### config.mk
export PLATFORM = sky130hd
export DESIGN_NAME = prom_programmer_flat
export DESIGN_NICKNAME = d
export VERILOG_FILES = /design/src/rtl/prom_programmer_if.sv /design/src/rtl/prom_programmer.sv /design/src/flat_wrapper.sv
export SDC_FILE = /design/constraint.sdc
export NUM_CORES = 1
export LEC_CHECK = 0
export CAP_MARGIN = 20
export CORE_MARGIN = 2
export CORE_UTILIZATION = 58
export CTS_CLUSTER_SIZE = 30
export DETAILED_ROUTE_END_ITERATION = 8
export GPL_ROUTABILITY_DRIVEN = 0
export PLACE_DENSITY_LB_ADDON = 0.2
export REMOVE_ABC_BUFFERS = 1
export SLEW_MARGIN = 20
export SYNTH_ARGS = -nofsm -noshare
export SYNTH_HDL_FRONTEND = slang
export SYNTH_SLANG_ARGS = --single-unit
### constraint.sdc
create_clock -name clk -period 4.63 [get_ports clk]
set_clock_uncertainty 0.05 [all_clocks]
set_input_delay 0.926 -clock clk [delete_from_list [all_inputs] [get_ports clk]]
set_output_delay 0.926 -clock clk [all_outputs]
set_load 0.05 [all_outputs]
### src/rtl/prom_programmer_if.sv
// Host-side and PROM-pin bundle for the PROM programmer.
// slave is the programmer's view; master is the host/PROM-model view.
interface prom_programmer_if;
  logic       start;
  logic       wr_valid;
  logic [7:0] wr_data;
  logic       wr_ready;
  logic       busy;
  logic       done;
  logic       error;
  logic [1:0] err_code;
  logic [4:0] err_addr;
  logic [4:0] prom_a;
  logic       prom_ce_n;
  logic       prom_pgm;
  logic [7:0] prom_d;
  logic [7:0] prom_q;

  modport slave (
    input  start, wr_valid, wr_data, prom_q,
    output wr_ready, busy, done, error, err_code, err_addr,
    output prom_a, prom_ce_n, prom_pgm, prom_d
  );

  modport master (
    output start, wr_valid, wr_data, prom_q,
    input  wr_ready, busy, done, error, err_code, err_addr,
    input  prom_a, prom_ce_n, prom_pgm, prom_d
  );
endinterface

### src/rtl/prom_programmer.sv
// Program-and-verify sequencer for a 32 x 8 fusible bipolar PROM.
// One host byte per address; each word is read, pulsed and re-read until it matches.
module prom_programmer #(
  parameter int unsigned READ_CYCLES    = 3,
  parameter int unsigned PULSE_CYCLES   = 10,
  parameter int unsigned RECOVER_CYCLES = 4,
  parameter int unsigned MAX_TRIES      = 8
) (
  input logic                clk,
  input logic                reset,
  prom_programmer_if.slave   prog
);

  localparam int unsigned MaxRP  = (READ_CYCLES > PULSE_CYCLES) ? READ_CYCLES : PULSE_CYCLES;
  localparam int unsigned MaxCyc = (MaxRP > RECOVER_CYCLES) ? MaxRP : RECOVER_CYCLES;
  localparam int unsigned CntW   = ($clog2(MaxCyc) > 0) ? $clog2(MaxCyc) : 1;
  localparam int unsigned TriesW = $clog2(MAX_TRIES + 1);

  localparam logic [CntW-1:0]   ReadLast    = CntW'(READ_CYCLES - 1);
  localparam logic [CntW-1:0]   PulseLast   = CntW'(PULSE_CYCLES - 1);
  localparam logic [CntW-1:0]   RecoverLast = CntW'(RECOVER_CYCLES - 1);
  localparam logic [TriesW-1:0] TriesMax    = TriesW'(MAX_TRIES);

  typedef enum logic [3:0] {
    StIdle, StFetch, StRead, StCheck, StPulse, StRecover, StNext, StDone, StError
  } state_e;

  state_e            state_q;
  logic [4:0]        addr_q;
  logic [7:0]        target_q;
  logic [7:0]        rdbk_q;
  logic [TriesW-1:0] tries_q;
  logic [CntW-1:0]   cnt_q;
  logic              wr_ready_q;
  logic              busy_q;
  logic              done_q;
  logic              error_q;
  logic [1:0]        err_code_q;
  logic [4:0]        err_addr_q;
  logic [4:0]        prom_a_q;
  logic              prom_ce_n_q;
  logic              prom_pgm_q;
  logic [7:0]        prom_d_q;

  // Fuses already blown where the target wants a 0 can never be undone.
  logic [7:0] extra_ones;
  assign extra_ones = rdbk_q & ~target_q;

  always_ff @(posedge clk) begin
    if (reset) begin
      state_q     <= StIdle;
      addr_q      <= '0;
      target_q    <= '0;
      rdbk_q      <= '0;
      tries_q     <= '0;
      cnt_q       <= '0;
      wr_ready_q  <= 1'b0;
      busy_q      <= 1'b0;
      done_q      <= 1'b0;
      error_q     <= 1'b0;
      err_code_q  <= '0;
      err_addr_q  <= '0;
      prom_a_q    <= '0;
      prom_ce_n_q <= 1'b1;
      prom_pgm_q  <= 1'b0;
      prom_d_q    <= '0;
    end else begin
      unique case (state_q)
        StIdle, StDone, StError: begin
          if (prog.start) begin
            done_q     <= 1'b0;
            error_q    <= 1'b0;
            err_code_q <= '0;
            addr_q     <= '0;
            busy_q     <= 1'b1;
            wr_ready_q <= 1'b1;
            state_q    <= StFetch;
          end
        end
        StFetch: begin
          if (prog.wr_valid && wr_ready_q) begin
            target_q    <= prog.wr_data;
            tries_q     <= '0;
            cnt_q       <= '0;
            wr_ready_q  <= 1'b0;
            prom_a_q    <= addr_q;
            prom_ce_n_q <= 1'b0;
            state_q     <= StRead;
          end
        end
        StRead: begin
          if (cnt_q == ReadLast) begin
            rdbk_q      <= prog.prom_q;
            prom_ce_n_q <= 1'b1;
            cnt_q       <= '0;
            state_q     <= StCheck;
          end else begin
            cnt_q <= cnt_q + 1'b1;
          end
        end
        StCheck: begin
          if (extra_ones != 8'h00) begin
            err_code_q <= 2'b01;
            err_addr_q <= addr_q;
            error_q    <= 1'b1;
            busy_q     <= 1'b0;
            state_q    <= StError;
          end else if (rdbk_q == target_q) begin
            state_q <= StNext;
          end else if (tries_q == TriesMax) begin
            err_code_q <= 2'b10;
            err_addr_q <= addr_q;
            error_q    <= 1'b1;
            busy_q     <= 1'b0;
            state_q    <= StError;
          end else begin
            prom_d_q   <= target_q & ~rdbk_q;
            prom_pgm_q <= 1'b1;
            tries_q    <= tries_q + 1'b1;
            cnt_q      <= '0;
            state_q    <= StPulse;
          end
        end
        StPulse: begin
          if (cnt_q == PulseLast) begin
            prom_pgm_q <= 1'b0;
            prom_d_q   <= '0;
            cnt_q      <= '0;
            state_q    <= StRecover;
          end else begin
            cnt_q <= cnt_q + 1'b1;
          end
        end
        StRecover: begin
          if (cnt_q == RecoverLast) begin
            prom_ce_n_q <= 1'b0;
            cnt_q       <= '0;
            state_q     <= StRead;
          end else begin
            cnt_q <= cnt_q + 1'b1;
          end
        end
        StNext: begin
          if (addr_q == 5'd31) begin
            done_q  <= 1'b1;
            busy_q  <= 1'b0;
            state_q <= StDone;
          end else begin
            addr_q     <= addr_q + 5'd1;
            wr_ready_q <= 1'b1;
            state_q    <= StFetch;
          end
        end
        default: state_q <= StIdle;
      endcase
    end
  end

  assign prog.wr_ready  = wr_ready_q;
  assign prog.busy      = busy_q;
  assign prog.done      = done_q;
  assign prog.error     = error_q;
  assign prog.err_code  = err_code_q;
  assign prog.err_addr  = err_addr_q;
  assign prog.prom_a    = prom_a_q;
  assign prog.prom_ce_n = prom_ce_n_q;
  assign prog.prom_pgm  = prom_pgm_q;
  assign prog.prom_d    = prom_d_q;

endmodule

### src/flat_wrapper.sv
// flat-port wrapper written by rule: the top's interface ports become plain ports
module prom_programmer_flat 
#(
  parameter int unsigned READ_CYCLES    = 3,
  parameter int unsigned PULSE_CYCLES   = 10,
  parameter int unsigned RECOVER_CYCLES = 4,
  parameter int unsigned MAX_TRIES      = 8
)
  (clk, reset, prog_start, prog_wr_valid, prog_wr_data, prog_prom_q, prog_wr_ready, prog_busy, prog_done, prog_error, prog_err_code, prog_err_addr, prog_prom_a, prog_prom_ce_n, prog_prom_pgm, prog_prom_d);
  prom_programmer_if prog_i ();
  input logic clk;
  input logic reset;
  input wire logic [$bits(prog_i.start)-1:0] prog_start;
  input wire logic [$bits(prog_i.wr_valid)-1:0] prog_wr_valid;
  input wire logic [$bits(prog_i.wr_data)-1:0] prog_wr_data;
  input wire logic [$bits(prog_i.prom_q)-1:0] prog_prom_q;
  output wire logic [$bits(prog_i.wr_ready)-1:0] prog_wr_ready;
  output wire logic [$bits(prog_i.busy)-1:0] prog_busy;
  output wire logic [$bits(prog_i.done)-1:0] prog_done;
  output wire logic [$bits(prog_i.error)-1:0] prog_error;
  output wire logic [$bits(prog_i.err_code)-1:0] prog_err_code;
  output wire logic [$bits(prog_i.err_addr)-1:0] prog_err_addr;
  output wire logic [$bits(prog_i.prom_a)-1:0] prog_prom_a;
  output wire logic [$bits(prog_i.prom_ce_n)-1:0] prog_prom_ce_n;
  output wire logic [$bits(prog_i.prom_pgm)-1:0] prog_prom_pgm;
  output wire logic [$bits(prog_i.prom_d)-1:0] prog_prom_d;
  assign prog_i.start = prog_start;
  assign prog_i.wr_valid = prog_wr_valid;
  assign prog_i.wr_data = prog_wr_data;
  assign prog_i.prom_q = prog_prom_q;
  assign prog_wr_ready = prog_i.wr_ready;
  assign prog_busy = prog_i.busy;
  assign prog_done = prog_i.done;
  assign prog_error = prog_i.error;
  assign prog_err_code = prog_i.err_code;
  assign prog_err_addr = prog_i.err_addr;
  assign prog_prom_a = prog_i.prom_a;
  assign prog_prom_ce_n = prog_i.prom_ce_n;
  assign prog_prom_pgm = prog_i.prom_pgm;
  assign prog_prom_d = prog_i.prom_d;
  prom_programmer #(.READ_CYCLES(READ_CYCLES), .PULSE_CYCLES(PULSE_CYCLES), .RECOVER_CYCLES(RECOVER_CYCLES), .MAX_TRIES(MAX_TRIES)) u_core (.clk(clk), .reset(reset), .prog(prog_i));
endmodule
==> results of run 1 <==
[flip-flops by register name, summed over array words and instances, names as in the netlist]
register	cells
u_core.prog.prom_d	8
u_core.rdbk_q	8
u_core.target_q	8
u_core.addr_q	5
u_core.prog.err_addr	5
u_core.prog.prom_a	5
u_core.cnt_q	4
u_core.state_q	4
u_core.tries_q	4
u_core.prog.err_code	2
u_core.prog.busy	1
u_core.prog.done	1
u_core.prog.error	1
u_core.prog.prom_ce_n	1
u_core.prog.prom_pgm	1
u_core.prog.wr_ready	1
[layout make-up]
cell class                 instances  share of cell area, %
sequential                        59                   32.4
clock buffer                      11                   3.88
inverter                          26                   2.68
tap                               70                   2.40
timing repair buffer              46                   12.6
clock inverter                     5                   1.44
multi-input combinational        247                   44.6
[per-stage QoR]
step,util (%),instance area [um^2],total power [uW],hold slack (ns),std cells
floorplan,-,2900,978,0.397,332
global placement,68.3,3450,1110,0.398,448
detailed placement,68.3,3450,1130,0.404,448
CTS,72.2,3640,1590,0.413,464
global route,72.2,3640,1680,0.438,464
finish,72.2,3640,1590,0.407,464
[power breakdown]
group	switching, uW	internal [uW]	total, uW
logic	296	197	492
registers	81.5	554	636
clock network	202	260	462
total	579	1010	1590
[worst min-delay path, cell delays in order, from the launching register on]
cell and delay [ns]:
sky130_fd_sc_hd__dfxtp_1 0.31, sky130_fd_sc_hd__nand2_1 0.05, sky130_fd_sc_hd__a21oi_1 0.05
[how the worst min path moves through the flow]
stage	startpoint	to	slack, ns
global route	u_core.prog.err_code[1]	u_core.prog.err_code[1]	0.44
detailed placement	u_core.prog.done	u_core.prog.done	0.40
finish	u_core.prog.done	u_core.prog.done	0.41
floorplan	u_core.target_q[0]	u_core.target_q[0]	0.40
global placement	u_core.prog.done	u_core.prog.done	0.40
CTS	u_core.prog.done	u_core.prog.done	0.41
[routing by layer]
metal	vias up	part of all wire, %	GRT usage, %
met3	19	4.1	4.37
met4	0	2.6	13.6
met5	-	0	0
met1	1244	46	33.0
li1	1277	-	-
met2	70	47	39.8
[placed cells by master, fill, tap and decap left out, types with 3 or more instances in the layout]
| cell | instances |
|---|---|
| sky130_fd_sc_hd__dfxtp_1 | 59 |
| sky130_fd_sc_hd__nand2_1 | 47 |
| sky130_fd_sc_hd__clkdlybuf4s50_1 | 45 |
| sky130_fd_sc_hd__nor2_1 | 32 |
| sky130_fd_sc_hd__a21oi_1 | 29 |
| sky130_fd_sc_hd__inv_1 | 26 |
| sky130_fd_sc_hd__ha_1 | 23 |
| sky130_fd_sc_hd__mux2i_1 | 16 |
| sky130_fd_sc_hd__nand3_1 | 15 |
| sky130_fd_sc_hd__clkbuf_8 | 10 |
| sky130_fd_sc_hd__nand3b_1 | 7 |
| sky130_fd_sc_hd__nor3_1 | 7 |
| sky130_fd_sc_hd__o21ai_0 | 6 |
| sky130_fd_sc_hd__o211ai_1 | 5 |
| sky130_fd_sc_hd__nand4_1 | 4 |
| sky130_fd_sc_hd__nor3b_1 | 4 |
| sky130_fd_sc_hd__nand2b_1 | 4 |
| sky130_fd_sc_hd__nor2b_1 | 3 |
| sky130_fd_sc_hd__and4b_1 | 3 |
| sky130_fd_sc_hd__xnor2_1 | 3 |
| sky130_fd_sc_hd__clkinv_2 | 3 |
[cell families after synthesis]
logic type,synth area share [%]
compound gates,13.2
xor+xnor,1.46
fa+ha+maj,9.60
buf+inv,6.47
flops,39.4
mux,5.34
simple gates,24.6
==> impl_summary.txt, run 1 <==
----------------------------------------------------
[Setup path]
  Flop-to-flop setup slack ... 2.34 ns
  Worst path buffer plus inverter count ... 1
  Top fanout value on the critical path ... 4
  Critical Path End Type ... output port
  Crit path capture ... prog_wr_ready
  Required time reported for the critical path endpoint ... 3.65 ns
  Type of the setup path with the least slack ... register to output port
  Slowest library cell on the worst path ... sky130_fd_sc_hd__clkdlybuf4s50_1
  Launching element of the worst setup path ... u_core.prog.wr_ready
  Instance count on the critical path ... 1
  Signal arrival time at the worst endpoint ... 1.55 ns
  Length in cells of the worst reg-to-reg path ... 7
  Worst Setup Start Kind ... register
  Delay of the slowest cell on the worst path ... 0.82 ns
  Family with the most delay on the worst path ... buffers and inverters
  Critical register-to-register path endpoint ... u_core.cnt_q[2]
  Critical path, cell by cell ... clkdlybuf4s50_1
  Reg-to-reg startpoint ... u_core.rdbk_q[5]

[Global routing]
  GR Overflow Total ... 0
  Number of global-route vias before repair ... 2,385
  Wire length of the first global-routing pass ... 10,800 um
  Antenna violations before repair ... 0
  Total track usage ... 25.3%
  Maximum number of pins on one net before global-route repair ... 49

[CTS]
  Resized Gates After CTS ... 0
  Maximum buffer depth of the clock tree ... 2
  TritonCTS sink count ... 59
  TritonCTS clock tree ... built
  Root buf cell ... sky130_fd_sc_hd__clkbuf_8
  Clock latency reported for the late side of the worst-skew pair ... 0.34 ns
  H-tree lvl count ... 3
  Worst-path clk slew ... 0.07 ns
  Number of setup buffers added after CTS ... 0
  Hold_buf cts ... 0
  CTS buffer count ... 9

[Logic synthesis]
  Yosys reg bits ... 59
  Fraction of registers with async set or reset after synthesis ... 0%
  Sequential area share after synthesis ... 39.4%
  Number of different library cells in the post-synthesis netlist ... 52
  Synthesized instance count ... 351
  Count leader, synth ... sky130_fd_sc_hd__dfxtp_1
  Cell type contributing the most total cell area after synthesis ... sky130_fd_sc_hd__dfxtp_1
  Number of flops mapped to enable cells by yosys ... 0
  Cell Area, Synth ... 3000 um^2
  Top FF cell, synth ... sky130_fd_sc_hd__dfxtp_1
  Cells taking the most area after synthesis ... sky130_fd_sc_hd__dfxtp_1 (39%), sky130_fd_sc_hd__ha_1 (9.6%), sky130_fd_sc_hd__nand2_1 (5.9%)
  Mean area per synthesized cell ... 8.54 um^2
  Count of warnings emitted by yosys ... 0
  Top cells by count, synth ... sky130_fd_sc_hd__dfxtp_1 (59), sky130_fd_sc_hd__nand2_1 (47), sky130_fd_sc_hd__nor2_1 (33)
  Portion of synthesized cell area occupied by the leading cell type ... 39.4%

[Detailed routing]
  Initial DRT Pass Iterations ... 4
  Mean number of vias per cell ... 5.63
  Detail-routed net length per standard cell ... 14.2 um
  DRC marker count from the first detailed-route iteration ... 201
  Post-detailed-route DRC marker count ... 0
  Routed vias ... 2,610
  Routed wire length ... 6600 um
  Remaining number of nets flagged by the antenna check after routing ... 0

[Cells and area]
  Final net count ... 432
  Final antenna diode count ... 0
  Synthesis-to-layout area growth ... 21.5%
  Filler cell count ... 406
  Register Area ... 1180 um^2
  Fraction of layout instances using a drive strength above 1 ... 7.11%
  Area of the multi-input gates ... 1620 um^2

[Pwr]
  Standby leakage power ... 0.00140 uW
  Cell area power density ... 437 nW/um^2
  Worst vdd rail ir drop ... 0.000295 V

[STA]
  Minimum period implied by the final worst setup slack ... 2.53 ns
  Final total negative setup slack ... 0 ns
  Final clock period utilization by the worst path ... 54.6%
  Fin. max-slew vios ... 0
  Peak clock frequency supported by timing ... 0.395 GHz
  Transition at the pin with the smallest max-transition slack ... 0.685 ns
  Slew margin rel. ... 54.3%
  Number of failing hold endpoints at the final stage ... 0
  Setup repair after global routing missed its margin ... no
  Final setup slack of the worst path ... 2.10 ns
  Setup violations, final ... 0

[Floorplanning]
  Starting utilization of the core area ... 59.4%
  CORE AREA ... 5040 um^2
  Standard-cell rows ... 26
  Area enclosed by the die boundary ... 5760 um^2
  Die Y ... 75.9 um
  Boundary Pins ... 46
  Die Width ... 75.9 um

[Placement]
  Port buffer count ... 45
  DPL Wire Length ... 4550 um
  Setup slack after placement ... 1.58 ns

[Min path]
  Classification of the worst-slack hold path ... register to register
  Hold depth ... 2

[Run]
  Max-Cap Viols ... 0

[Outcome]
  Status ... finished clean

----------------------------------------------------
(Power assumes the default switching activity.)
==> run 2: changes to the inputs <==
--- a/config.mk
+++ b/config.mk
@@ -7,7 +7,7 @@
 export LEC_CHECK = 0
 export CAP_MARGIN = 20
 export CORE_MARGIN = 2
-export CORE_UTILIZATION = 58
+export CORE_UTILIZATION = 49
 export CTS_CLUSTER_SIZE = 30
 export DETAILED_ROUTE_END_ITERATION = 8
 export GPL_ROUTABILITY_DRIVEN = 0
==> constraint.sdc (replaced) <==
create_clock -name clk -period 2.3 [get_ports clk]
set_clock_uncertainty 0.05 [all_clocks]
set_input_delay 0.46 -clock clk [delete_from_list [all_inputs] [get_ports clk]]
set_output_delay 0.46 -clock clk [all_outputs]
set_load 0.05 [all_outputs]
==> run 2 against run 1 <==
Effect of this change: register-to-register slack worse by 2.1 ns; worst hold slack improved by 0.00071 ns; total power is 120% higher; die area grew 17%; critical path depth up 7; worst setup slack got worse by 1.9 ns; cell area grew 3.7%; via count decreased by 2.6%; non-clock buffer count up 13; first-iteration DRC count fell by 47%; final cell count rose by 3.9%; routed wire length is 0.32% higher; largest power group unchanged.
==> impl_summary.txt, run 2 (synthesis gave the netlist of run 1 again) <==
----------------------------------------------------
[Pwr]
  Combinational fraction of design power ... 32.3% (+1.3 points)
  Part of the power in registers ... 36.6% (-3.4 points)
  Worst vdd rail ir drop ... 0.000594 V (+100%)
  Standby leakage power ... 0.00148 uW (+5.5%)
  Share of total power consumed by net switching ... 33.8% (-2.6 points)
  Internal Pwr Total ... 2260 uW (+120%)
  Psw ... 1160 uW (+100%)
  Clock network power share ... 31.1% (+2.0 points)
  Cell area power density ... 906 nW/um^2 (+110%)

[STA]
  Peak clock frequency supported by timing ... 0.476 GHz
  Setup repair after global routing missed its margin ... no
  Slew margin rel. ... 65.9% (+12 points)
  Setup violations, final ... 0 (unchanged)
  Worst hold slack ... 0.408 ns (+0.000714 ns)
  Minimum period implied by the final worst setup slack ... 2.10 ns
  Number of failing hold endpoints at the final stage ... 0 (unchanged)
  Final total negative setup slack ... 0 ns (unchanged)
  Final setup slack of the worst path ... 0.199 ns (-1.90 ns)
  Final clock period utilization by the worst path ... 91.4%
  Fin. max-slew vios ... 0 (unchanged)
  Transition at the pin with the smallest max-transition slack ... 0.510 ns (-0.175 ns)

[Detailed routing]
  Mean number of vias per cell ... 5.27 (-6.2%)
  Routed wire length ... 6620 um (+0.32%)
  Routed vias ... 2,542 (-2.6%)
  Initial DRT Pass Iterations ... 4 (unchanged)
  Remaining number of nets flagged by the antenna check after routing ... 0 (unchanged)
  Detail-routed net length per standard cell ... 13.7 um (-3.4%)
  DRC marker count from the first detailed-route iteration ... 107 (-47%)
  Post-detailed-route DRC marker count ... 0 (unchanged)

[Placement]
  Setup slack after placement ... 0.138 ns (-1.44 ns)
  DPL Wire Length ... 4940 um (+8.7%)
  Cell Area, Placed ... 3550 um^2 (+3.0%)
  Port buffer count ... 45 (unchanged)
  Count of placed standard cells including taps ... 466 (+4.0%)

[Cells and area]
  Synthesis-to-layout area growth ... 26.1%
  Final net count ... 445 (+3.0%)
  Final antenna diode count ... 0 (unchanged)
  Fraction of layout instances using a drive strength above 1 ... 9.83% (+2.7 points)
  Post-layout instance area ... 3780 um^2 (+3.7%)
  Commonest non-fill, non-tap cell in the layout ... sky130_fd_sc_hd__dfxtp_1
  Top library cells by usage in the layout, fill and taps aside ... sky130_fd_sc_hd__dfxtp_1 (59), sky130_fd_sc_hd__nand2_1 (47), sky130_fd_sc_hd__clkdlybuf4s50_1 (45)
  Number of non-filler instances in the completed layout ... 482 (+3.9%)

[Setup path]
  Delay of the slowest cell on the worst path ... 0.38 ns (-0.44 ns)
  Critical Path End Type ... register
  Family with the most delay on the worst path ... compound AO/OA/AOI/OAI gates
  Slowest library cell on the worst path ... sky130_fd_sc_hd__dfxtp_1
  Reg-to-reg startpoint ... u_core.rdbk_q[4]
  Type of the setup path with the least slack ... register to register
  Top fanout value on the critical path ... 3 (-1)
  Critical path, cell by cell ... inv_1, ha_1, nand4_1, o21ai_0, buf_4, a311oi_1, nor2_1, a211o_1
  Worst path buffer plus inverter count ... 2 (+1)
  Required time reported for the critical path endpoint ... 2.47 ns (-1.18 ns)
  Worst Setup Start Kind ... register
  Flop-to-flop setup slack ... 0.20 ns (-2.14 ns)
  Launching element of the worst setup path ... u_core.rdbk_q[4]
  Signal arrival time at the worst endpoint ... 2.27 ns (+0.72 ns)

[Floorplanning]
  Die Y ... 82.2 um (+8.3%)
  Area enclosed by the die boundary ... 6760 um^2 (+17%)
  CORE AREA ... 5920 um^2 (+17%)
  Starting utilization of the core area ... 50.6% (-8.8 points)
  Standard-cell rows ... 28 (+7.7%)
  Boundary Pins ... 46 (unchanged)
  Die Width ... 82.2 um (+8.3%)

[Global routing]
  Maximum number of pins on one net before global-route repair ... 21 (-57%)
  Wire length of the first global-routing pass ... 10,900 um (+0.76%)
  Number of global-route vias before repair ... 2,377 (-0.34%)
  Antenna violations before repair ... 0 (unchanged)
  GR Overflow Total ... 0 (unchanged)
  Total track usage ... 21.2% (-4.1 points)

[CTS]
  TritonCTS sink count ... 59 (unchanged)
  Worst-path clk slew ... 0.07 ns (about the same)
  Clock latency reported for the late side of the worst-skew pair ... 0.33 ns (about the same)
  Maximum buffer depth of the clock tree ... 2 (unchanged)
  TritonCTS clock tree ... built
  Resized Gates After CTS ... 0 (unchanged)
  Root buf cell ... sky130_fd_sc_hd__clkbuf_8
  Number of setup buffers added after CTS ... 0 (unchanged)
  Hold_buf cts ... 0 (unchanged)
  CTS buffer count ... 9 (unchanged)
  H-tree lvl count ... 3 (unchanged)

[Run]
  Max-Cap Viols ... 0 (unchanged)

[Outcome]
  Status ... finished clean

[Min path]
  Classification of the worst-slack hold path ... register to register
  Worst min-delay path startpoint ... u_core.prog.err_code[1]

----------------------------------------------------
-- run 2: cell count changes in the layout (fill, tap and decap cells not counted) --
cell / before / now
sky130_fd_sc_hd__nor2_2: 2 / 1
sky130_fd_sc_hd__nor2_1: 32 / 33
sky130_fd_sc_hd__clkinv_2: 3 / 1
sky130_fd_sc_hd__clkbuf_8: 10 / 11
sky130_fd_sc_hd__bufinv_16: 1 / 2
sky130_fd_sc_hd__buf_4: 1 / 14
-- run 2: per-layer routing --
| metal | share of wire [%] | wire length, um | global-route usage (%) | up-vias |
|---|---|---|---|---|
| met3 | 3.6 | 236 | 4.57 | 8 |
| met2 | 46 | 3040 | 32.8 | 49 |
| met5 | 0 | 0 | 0 | - |
| li1 | - | - | - | 1300 |
| met4 | 1.2 | 82 | 9.33 | 0 |
| met1 | 49 | 3260 | 28.3 | 1185 |
-- run 2: worst min-delay path: stages, from the launching register on --
cell,delay [ns]
sky130_fd_sc_hd__dfxtp_1,0.31
sky130_fd_sc_hd__nand2_1,0.05
sky130_fd_sc_hd__o21ai_0,0.05
-- run 2: path summary, 6_finish.rpt --
path	end	cells past startpoint
worst max-delay path	u_core.cnt_q[2]	8
worst min-delay path	u_core.prog.err_code[1]	2
worst max register to register	u_core.cnt_q[2]	8
worst min register to register	u_core.prog.err_code[1]	2
-- run 2: area by class of cell --
type,count,area (um^2)
inverters,26,97.6
clock inverters,4,72.6
flip-flops and latches,59,1180
well taps,75,93.8
repair buffers,59,556
fillers,527,2140
multi-input cells,247,1620
clock buffers,12,155
-- run 2: power groups by stage --
stage / sequential (uW) / combinational [uW] / clock, uW
global placement: 1270 / 1080 / 0
detailed placement: 1270 / 1100 / 0
finish: 1250 / 1110 / 1060
global route: 1270 / 1220 / 1130
CTS: 1250 / 1100 / 1090
floorplan: 1340 / 630 / 0
-- run 2: metrics by stage --
step                util, %  power, uW
floorplan                 -       1970
CTS                    63.8       3440
detailed placement     60.0       2370
global route           63.8       3630
finish                 63.8       3420
global placement       60.0       2350
